`src/rtl/demux16_reg.sv`:
```
// Registered 1-to-16 demultiplexer with a one-entry valid/ready holding register per channel.
// Optional stall counter port stall_cnt is compiled in with `define DEMUX16_STATS_EN.
module demux16_reg #(
  parameter int WIDTH = 16,
  parameter int NCH   = 16
) (
  input  logic                 clk,
  input  logic                 rst_n,
  input  logic [WIDTH-1:0]     in_data,
  input  logic                 in_valid,
  output logic                 in_ready,
  input  logic [3:0]           sel,
  input  logic                 mode,
  output logic [3:0]           cur_ch,
  output logic [NCH*WIDTH-1:0] out_data,
  output logic [NCH-1:0]       out_valid,
  input  logic [NCH-1:0]       out_ready
`ifdef DEMUX16_STATS_EN
  ,
  output logic [15:0]          stall_cnt
`endif
);

  // Handshake: a word moves on a channel or input port only in a cycle where
  // valid and ready are both high at the rising edge; ready never depends on valid.

  typedef enum logic {
    CH_EMPTY = 1'b0,
    CH_FULL  = 1'b1
  } ch_state_t;

  ch_state_t              ch_state     [NCH];
  ch_state_t              ch_state_nxt [NCH];
  logic [3:0]             rr_ptr;
  logic                   accept;
  logic [NCH-1:0]         load;
  logic [NCH*WIDTH-1:0]   data_q;

  // While in reset cur_ch follows sel regardless of mode.
  always_comb begin
    cur_ch   = (!rst_n || !mode) ? sel : rr_ptr;
    in_ready = !out_valid[cur_ch] || out_ready[cur_ch];
    accept   = in_valid && in_ready;
  end

  always_comb begin
    load = '0;
    for (int k = 0; k < NCH; k++) begin
      load[k] = accept && (cur_ch == 4'(k));
    end
  end

  // Per-channel EMPTY/FULL next-state; out_valid is the state itself.
  always_comb begin
    out_valid = '0;
    for (int k = 0; k < NCH; k++) begin
      ch_state_nxt[k] = ch_state[k];
      out_valid[k]    = (ch_state[k] == CH_FULL);
      case (ch_state[k])
        CH_EMPTY: if (load[k]) ch_state_nxt[k] = CH_FULL;
        CH_FULL:  if (out_ready[k] && !load[k]) ch_state_nxt[k] = CH_EMPTY;
        default:  ch_state_nxt[k] = CH_EMPTY;
      endcase
    end
  end

  always_ff @(posedge clk or negedge rst_n) begin
    if (!rst_n) begin
      for (int k = 0; k < NCH; k++) ch_state[k] <= CH_EMPTY;
    end else begin
      for (int k = 0; k < NCH; k++) ch_state[k] <= ch_state_nxt[k];
    end
  end

  always_ff @(posedge clk or negedge rst_n) begin
    if (!rst_n) begin
      data_q <= '0;
    end else begin
      for (int k = 0; k < NCH; k++) begin
        if (load[k]) data_q[k*WIDTH +: WIDTH] <= in_data;
      end
    end
  end

  assign out_data = data_q;

  // The pointer only advances on round-robin accepts, so explicit mode leaves it parked.
  always_ff @(posedge clk or negedge rst_n) begin
    if (!rst_n) begin
      rr_ptr <= 4'd0;
    end else if (accept && mode) begin
      rr_ptr <= rr_ptr + 4'd1;
    end
  end

`ifdef DEMUX16_STATS_EN
  always_ff @(posedge clk or negedge rst_n) begin
    if (!rst_n) begin
      stall_cnt <= 16'd0;
    end else if (in_valid && !in_ready && (stall_cnt != 16'hFFFF)) begin
      stall_cnt <= stall_cnt + 16'd1;
    end
  end
`endif

endmodule

```
`config.mk`:
```
export PLATFORM = sky130hd
export DESIGN_NAME = demux16_reg
export DESIGN_NICKNAME = d
export VERILOG_FILES = /design/src/rtl/demux16_reg.sv
export SDC_FILE = /design/constraint.sdc
export NUM_CORES = 1
export LEC_CHECK = 0
export ABC_AREA = 1
export BUFFER_PORTS_ARGS = -buffer_cell sky130_fd_sc_hd__buf_2
export CAP_MARGIN = 25
export CELL_PAD_IN_SITES_DETAIL_PLACEMENT = 0
export CELL_PAD_IN_SITES_GLOBAL_PLACEMENT = 1
export CORE_UTILIZATION = 25
export DETAILED_ROUTE_END_ITERATION = 10
export GPL_TIMING_DRIVEN = 0
export PLACE_DENSITY_LB_ADDON = 0.1
export SETUP_SLACK_MARGIN = 0.4
export SLEW_MARGIN = 40
export SYNTH_ARGS = -nofsm -noshare
export SYNTH_HDL_FRONTEND = slang
export SYNTH_SLANG_ARGS = --single-unit
```
`constraint.sdc`:
```
create_clock -name clk -period 2.2 [get_ports clk]
set_clock_uncertainty 0.1 [all_clocks]
set_input_delay 0.11 -clock clk [delete_from_list [all_inputs] [get_ports clk]]
set_output_delay 0.11 -clock clk [all_outputs]
set_load 0.03 [all_outputs]
```
==> impl_metrics.tcl, run 1 <==
set metrics [dict create \
    detailedPlacementHpwl_um 37920 \
    clk_path_buf_depth 3 \
    rsz_0062_raised_after_global_routing "yes" \
    mux_share_of_post_synthesis_cell_area_pct 0 \
    synth_area_sq_um 12260 \
    tritoncts "done" \
    critical_path_class "flop to primary output" \
    max_capacitance_violation_count 0 \
    grt_pass1_wl_um 82730 \
    globalRouteMet2Util_pct 36.01 \
    worst_setup_path_start_kind "flop" \
    fp.dieH_um 223.5 \
    synth_compound_area_share_pct 0.8367 \
    length_in_cells_of_the_worst_reg_to_reg_path 18 \
    die_width_um 223.5 \
    grt_start_max_net_pins 65 \
    finalCritPeriodShare_pct 113.5 \
    place.port_buffers 298 \
    cp_num_buf_inv 5 \
    pin_count 317 \
    viasPerCell 4.793 \
    slew_viol_final 0 \
    maximum_fanout_encountered_on_the_critical_timing_path 10 \
    synth_seq_area_share_pct 56.33 \
    finalCriticalPeriod_ns 2.497 \
    cts_buffers 36 \
    wl_per_instance_um 23.94 \
    finish.net_count 1857 \
    post_synth.cell_area_avg_sq_um 8.905 \
    synthSimpleGateAreaFrac_pct 35.89 \
    synth-seq-cells 276 \
    crit_required_ns 1.99 \
    cell_at_the_slowest_stage_of_the_critical_path "sky130_fd_sc_hd__dfrtp_1" \
    vias_after_detailed_routing 11770 \
    timing.final.setup_violations 277 \
    vdd_drop_max_mv 0.6367 \
    clk_pin_slew_worst_paths_ns 0.06 \
    detail-route-antenna-nets 0 \
    timing.hold.worst.start "in_data[6]" \
    initial_core_util_pct 25.52 \
    critical-path-top-cell-by-count "sky130_fd_sc_hd__nand2_1" \
    post_layout_inst_area_sq_um 17830 \
    total_leakage_power_uw 0.009445 \
    root_buffer "sky130_fd_sc_hd__clkbuf_16" \
    gr_util_all_layers_pct 23.04 \
    clock_sink_count 276 \
    critical_path_origin "rr_ptr[0]" \
    finalWeightedCongestion 0.8019 \
    post_synth_xor_area_fraction_pct 0.1429 \
    synth.net_count 1418 \
    hold_viol 0 \
    drt_pre_antenna_iters 5 \
    slowest_delay_ns 0.42 \
    htree_num_levels 2 \
    dpl_worst_slack_ns -1.338 \
    fp.coreArea_sq_um 48050 \
    route.final.wire_length_um 58760 \
    worst_slew_margin_rel_pct 44.90 \
    worst_pin_slew_ns 0.8265 \
    post_route_cells_drive_above_1_share_pct 33.82 \
    outcome "finished, violations left" \
    reg2reg_setup_slack_ns -0.28 \
    failed_checks "negative setup slack" \
    worstReg2RegEnd "out_data[117]" \
    critical_path.cell_chain "nand3_4 > buf_6 > nand3_1 > nand2_1 > nand2_1 > nand2_1 > nand2_1 > nand2_2 > inv_2 > nand2_4 > nand2_8 > buf_12 > buf_8 > buf_6" \
    syn-instance-count 1377 \
    timing.critical_path.to "in_ready" \
    timing.hold.worst.class "input pin to flop" \
    insertion_delay_ns 0.55 \
    ys.warnings.count 0 \
    worst_setup_path_end_kind "primary output" \
    timing.fmax_ghz 0.4005 \
    path_depth 14 \
    synthAdderAreaFrac_pct 0.1020 \
    number_of_global_route_vias_before_repair 11490 \
    combinational_family_with_the_most_area_after_synthesis "simple AND/OR/NAND/NOR gates" \
    grt_util_met1_pct 32.74 \
    syn2layout_area_growth_pct 45.45 \
    worstReg2RegStart "rr_ptr[0]" \
    globalRoute.totalOverflow 0 \
    drt-initial-drc-count 840 \
    timing.critical_path.max_delay_family "simple AND/OR/NAND/NOR gates" \
    power-per-cell-area_nw_per_um2 1434 \
    die-area_sq_um 49940 \
    fp-row-count 80 \
    grt_antenna_before_repair 6 \
    remaining_drc_errors 0 \
    postPlaceCellArea_sq_um 14750 \
    netlist-cell-type-count 27 \
    globalRoute.busiestLayer "met2" \
    critical_path_arrival_ns 2.29 \
    gr-usage-met3_pct 4.807 \
    finalWorstSetupSlack_ns -0.2968 \
]
-- sequential cells by signal, summed over array words and instances, names as in the netlist --
register / cells
out_data: 256
out_valid: 16
rr_ptr: 4
-- layout by cell type (no fill, tap or decap), drive strengths merged --
cell and n:
xor2 1, clkinvlp 1, dlygate4sd3 27, dfrtp 276, clkbuf 107, o21ai 19
clkinv 9, nand3 36, nor2 21, inv 29, xnor2 1, diode 1
ha 1, buf 443, nand2 605, bufbuf 3, nand4 260
-- layout make-up --
cell class	count	area, sq um
fillers	5063	30210
flip-flops and latches	276	6907
multi-input cells	944	4897
repair buffers	398	3069
clock buffers	52	1032
plain buffers	130	993.5
well taps	615	769.5
inverters	30	116.4
clock inverters	9	47.55
diodes	1	2.502
-- routing by layer --
layer  vias to the layer above  wire (um)  part of all wire, %
met5                         -          0                    0
met4                         0        972                  1.7
met3                        58       3254                  5.5
met2                       310      27070                   46
met1                      5860      27460                   47
li1                       5538          -                    -
-- power by group --
part / total [uW] / switching (uW) / internal (uW)
combinational: 11100 / 8000 / 3110
sequential: 8840 / 1500 / 7350
clock: 5620 / 2370 / 3240
total: 25600 / 11900 / 13700
-- Yosys cell counts, drive strengths merged --
master	number	area share [%]
nand3	33	2.8
buf	90	4.6
nor2	21	0.99
clkbuf	40	1.2
xnor2	1	0.071
xor2	1	0.071
ha	1	0.10
clkinv	1	0.031
nand2	605	19
nand4	260	13
o21ai	19	0.84
dfrtp	276	56
inv	29	0.89
-- tightest hold or removal path, delay by kind of cell --
kind                   cells  cell delay, ns
and+or+nand+nor            2            0.25
buffers and inverters      1            0.29
-- kinds of logic after synthesis --
kind of cell	Yosys count
xor gates and xnor gates	2
and+or+nand+nor	919
buffers and inverters	160
DFF	276
AOI/OAI and AO/OA	19
adders and majority gates	1
-- worst min-delay path by stage --
stage	to	cells past startpoint
after floorplan	out_data[0]	0
after global placement	out_valid[9]	2
after detailed placement	out_data[92]	1
after CTS	out_data[99]	3
after global routing	out_data[86]	3
final	out_data[102]	3
-- through the flow --
stage | instances | hold slack, ns | total power [uW] | util, % | setup TNS, ns
floorplan | 1377 | -0.2856 | 15470 | - | 0
global placement | 2290 | 0.1946 | 19350 | 30.40 | -3063.63
detailed placement | 2294 | -0.01473 | 19450 | 30.69 | -320.94
CTS | 2410 | 0.0001869 | 25440 | 34.84 | -68.58
global route | 2455 | 0.01624 | 26970 | 37.12 | -84.35
finish | 2455 | 0.04174 | 25570 | 37.12 | -50.77
-- timing repair --
item,4_1_cts,5_1_grt
hold endpoints to repair,247,0
hold buffers,34,0
buffers inserted,13,26
cloned,8,18
endpoints found under the setup margin,281,280
pin swaps,7,17
gates resized for setup,41,146
Power figures use the tool's default switching activity.
==> inputs of run 2 (changes only) <==
GPL_TIMING_DRIVEN = unset   (was 0)
==> run 2 against run 1 <==
Net effect:
- the flow still finishes with violations (negative setup slack)
- flip-flop and latch count unchanged
- wire length decreased by 8.9%
- maximum frequency grew 3.6%
- register-to-register slack better by 0.13 ns
- utilization shrank 2.7 points
- worst setup slack improved by 0.086 ns
- final area fell by 7.2%
- combinational power is 5% lower
- largest cell class unchanged
==> impl_metrics.tcl, run 2 (synthesized netlist as in run 1, its figures left out) <==
set metrics [dict create \
    drt-initial-drc-count 858 \
    critical_path_class "flop to primary output" \
    grt_pass1_wl_um 77860 \
    vias_after_detailed_routing 11410 \
    worst_setup_path_end_kind "primary output" \
    route.final.wire_length_um 53540 \
    critical_path.cell_chain "nand3_4 > buf_6 > nand3_1 > nand2_1 > nand2_1 > nand2_1 > nand2_1 > nand2_2 > nor2_4 > nand2_8 > buf_12 > buf_12 > buf_8" \
    die-area_sq_um 49940 \
    slowest_delay_ns 0.41 \
    crit_required_ns 1.99 \
    outcome "finished, violations left" \
    htree_num_levels 2 \
    clk_path_buf_depth 3 \
    critical-path-top-cell-by-count "sky130_fd_sc_hd__nand2_1" \
    fp.coreArea_sq_um 48050 \
    worst_slew_margin_rel_pct 48.07 \
    viasPerCell 4.852 \
    netSwitchingFraction_pct 45.69 \
    rsz_0062_raised_after_global_routing "yes" \
    power.share.combinational_pct 41.8 \
    largest_reg_flops 256 \
    postPlaceCellArea_sq_um 14820 \
    number_of_global_route_vias_before_repair 11080 \
    power-per-cell-area_nw_per_um2 1532 \
    timing.critical_path.max_delay_family "simple AND/OR/NAND/NOR gates" \
    clk_pin_slew_worst_paths_ns 0.06 \
    finalWorstSetupSlack_ns -0.2109 \
    max_capacitance_violation_count 0 \
    maximum_fanout_encountered_on_the_critical_timing_path 6 \
    finalCritPeriodShare_pct 109.6 \
    slew_viol_final 0 \
    switchingPower_uw 11580 \
    tritoncts "done" \
    detail-route-antenna-nets 0 \
    vdd_drop_max_mv 0.9231 \
    timing.fmax_ghz 0.4148 \
    grt_start_max_net_pins 83 \
    worst_pin_slew_ns 0.7789 \
    fp.dieH_um 223.5 \
    syn2layout_area_growth_pct 35.00 \
    seq_power_share_pct 35.0 \
    setup_tns_ns -14.90 \
    grt_antenna_before_repair 6 \
    power_report.internal_total_uw 13770 \
    total_leakage_power_uw 0.008869 \
    timing.final.setup_violations 245 \
    layout_commonest_cell "sky130_fd_sc_hd__nand2_1" \
    filler_instances 5089 \
    hold_viol 0 \
    detailedPlacementHpwl_um 33070 \
    worst_setup_path_start_kind "flop" \
    post_layout_inst_area_sq_um 16550 \
    cp_num_buf_inv 4 \
    remaining_drc_errors 0 \
    root_buffer "sky130_fd_sc_hd__clkbuf_16" \
    finalWeightedCongestion 0.7488 \
    wl_per_instance_um 22.77 \
    fp-row-count 80 \
    post_route_cells_drive_above_1_share_pct 29.77 \
    globalRoute.totalOverflow 0 \
    finalCriticalPeriod_ns 2.411 \
    die_width_um 223.5 \
    gr_util_all_layers_pct 21.11 \
    final_cell_mix "595 x sky130_fd_sc_hd__nand2_1, 313 x sky130_fd_sc_hd__buf_2, 276 x sky130_fd_sc_hd__dfrtp_1" \
    clock_sink_count 276 \
    insertion_delay_ns 0.54 \
    timing.hold.worst.class "input pin to flop" \
    cts_buffers 35 \
    cell_at_the_slowest_stage_of_the_critical_path "sky130_fd_sc_hd__dfrtp_1" \
    finish.net_count 1753 \
    pin_count 317 \
    failed_checks "negative setup slack" \
    place.port_buffers 316 \
    critical_path_arrival_ns 2.20 \
    drt_pre_antenna_iters 5 \
    initial_core_util_pct 25.52 \
    clkPwrFrac_pct 23.3 \
]
[run 2: routing by layer]
metal  track usage [%]  vias up  wire (um)
met3             4.359       71       3179
li1                  -     5340          -
met5                 0        -         23
met1             28.92     5618      23780
met4             5.325        4       1142
met2             33.85      374      25410
[run 2: final cells by class]
class	instances	area (sq um)	share of cell area, %
Sequential cell	276	6907	41.72
Multi-Input combinational cell	950	4736	28.61
Timing Repair Buffer	419	2867	17.32
Clock buffer	51	1069	6.455
Tap cell	615	769.5	4.649
Inverter	30	113.9	0.6878
Clock inverter	7	85.08	0.5140
Antenna cell	3	7.507	0.04535
[run 2: power by group through the flow]
stage               clock network (uW)  registers, uW  logic, uW
finish                            5900           8870      10600
global route                      6260           9140      11400
CTS                               6070           8910      10700
detailed placement                   0           8950      10500
global placement                     0           8960      10500
floorplan                            0          13100       2370
[run 2: path summary, 6_finish.rpt]
check	startpoint	endpoint	slack, ns	cells past startpoint
hold / removal	mode	rr_ptr[2]	0.06	5
min in group asynchronous	rst_n	out_valid[9]	0.26	3
max in group asynchronous	rst_n	out_data[38]	0.50	5
hold reg to reg	out_data[66]	out_data[66]	0.36	2
setup reg to reg	rr_ptr[0]	out_data[124]	-0.15	16
setup / recovery	rr_ptr[0]	in_ready	-0.21	13
[run 2: tightest hold or removal path: cells and delay by family]
| family | cells | cell delay, ns |
|---|---|---|
| buffers and inverters | 2 | 0.29 |
| and+or+nand+nor | 3 | 0.27 |
[run 2: repair_timing]
action / CTS / global route
gates cloned: 8 / 3
endpoints found under the hold margin: 173 / 0
gates resized for setup: 20 / 5
setup buffers: 8 / 1
hold buffers: 19 / 0
pin swaps: 13 / 4
endpoints found under the setup margin: 278 / 344
[run 2: stage by stage]
stage / util [%] / hold slack (ns) / total power (uW) / cells / worst slack, ns
2_1_floorplan: - / -0.2856 / 15470 / 1377 / 0.1962
3_3_place_gp: 30.78 / 0.1996 / 19420 / 2250 / -0.08203
3_5_place_dp: 30.85 / 0.1829 / 19490 / 2251 / -0.1012
4_1_cts: 34.29 / 0.03369 / 25670 / 2344 / -0.2368
5_1_grt: 34.45 / 0.05030 / 26750 / 2351 / -0.3408
6_report: 34.45 / 0.06155 / 25350 / 2351 / -0.2109
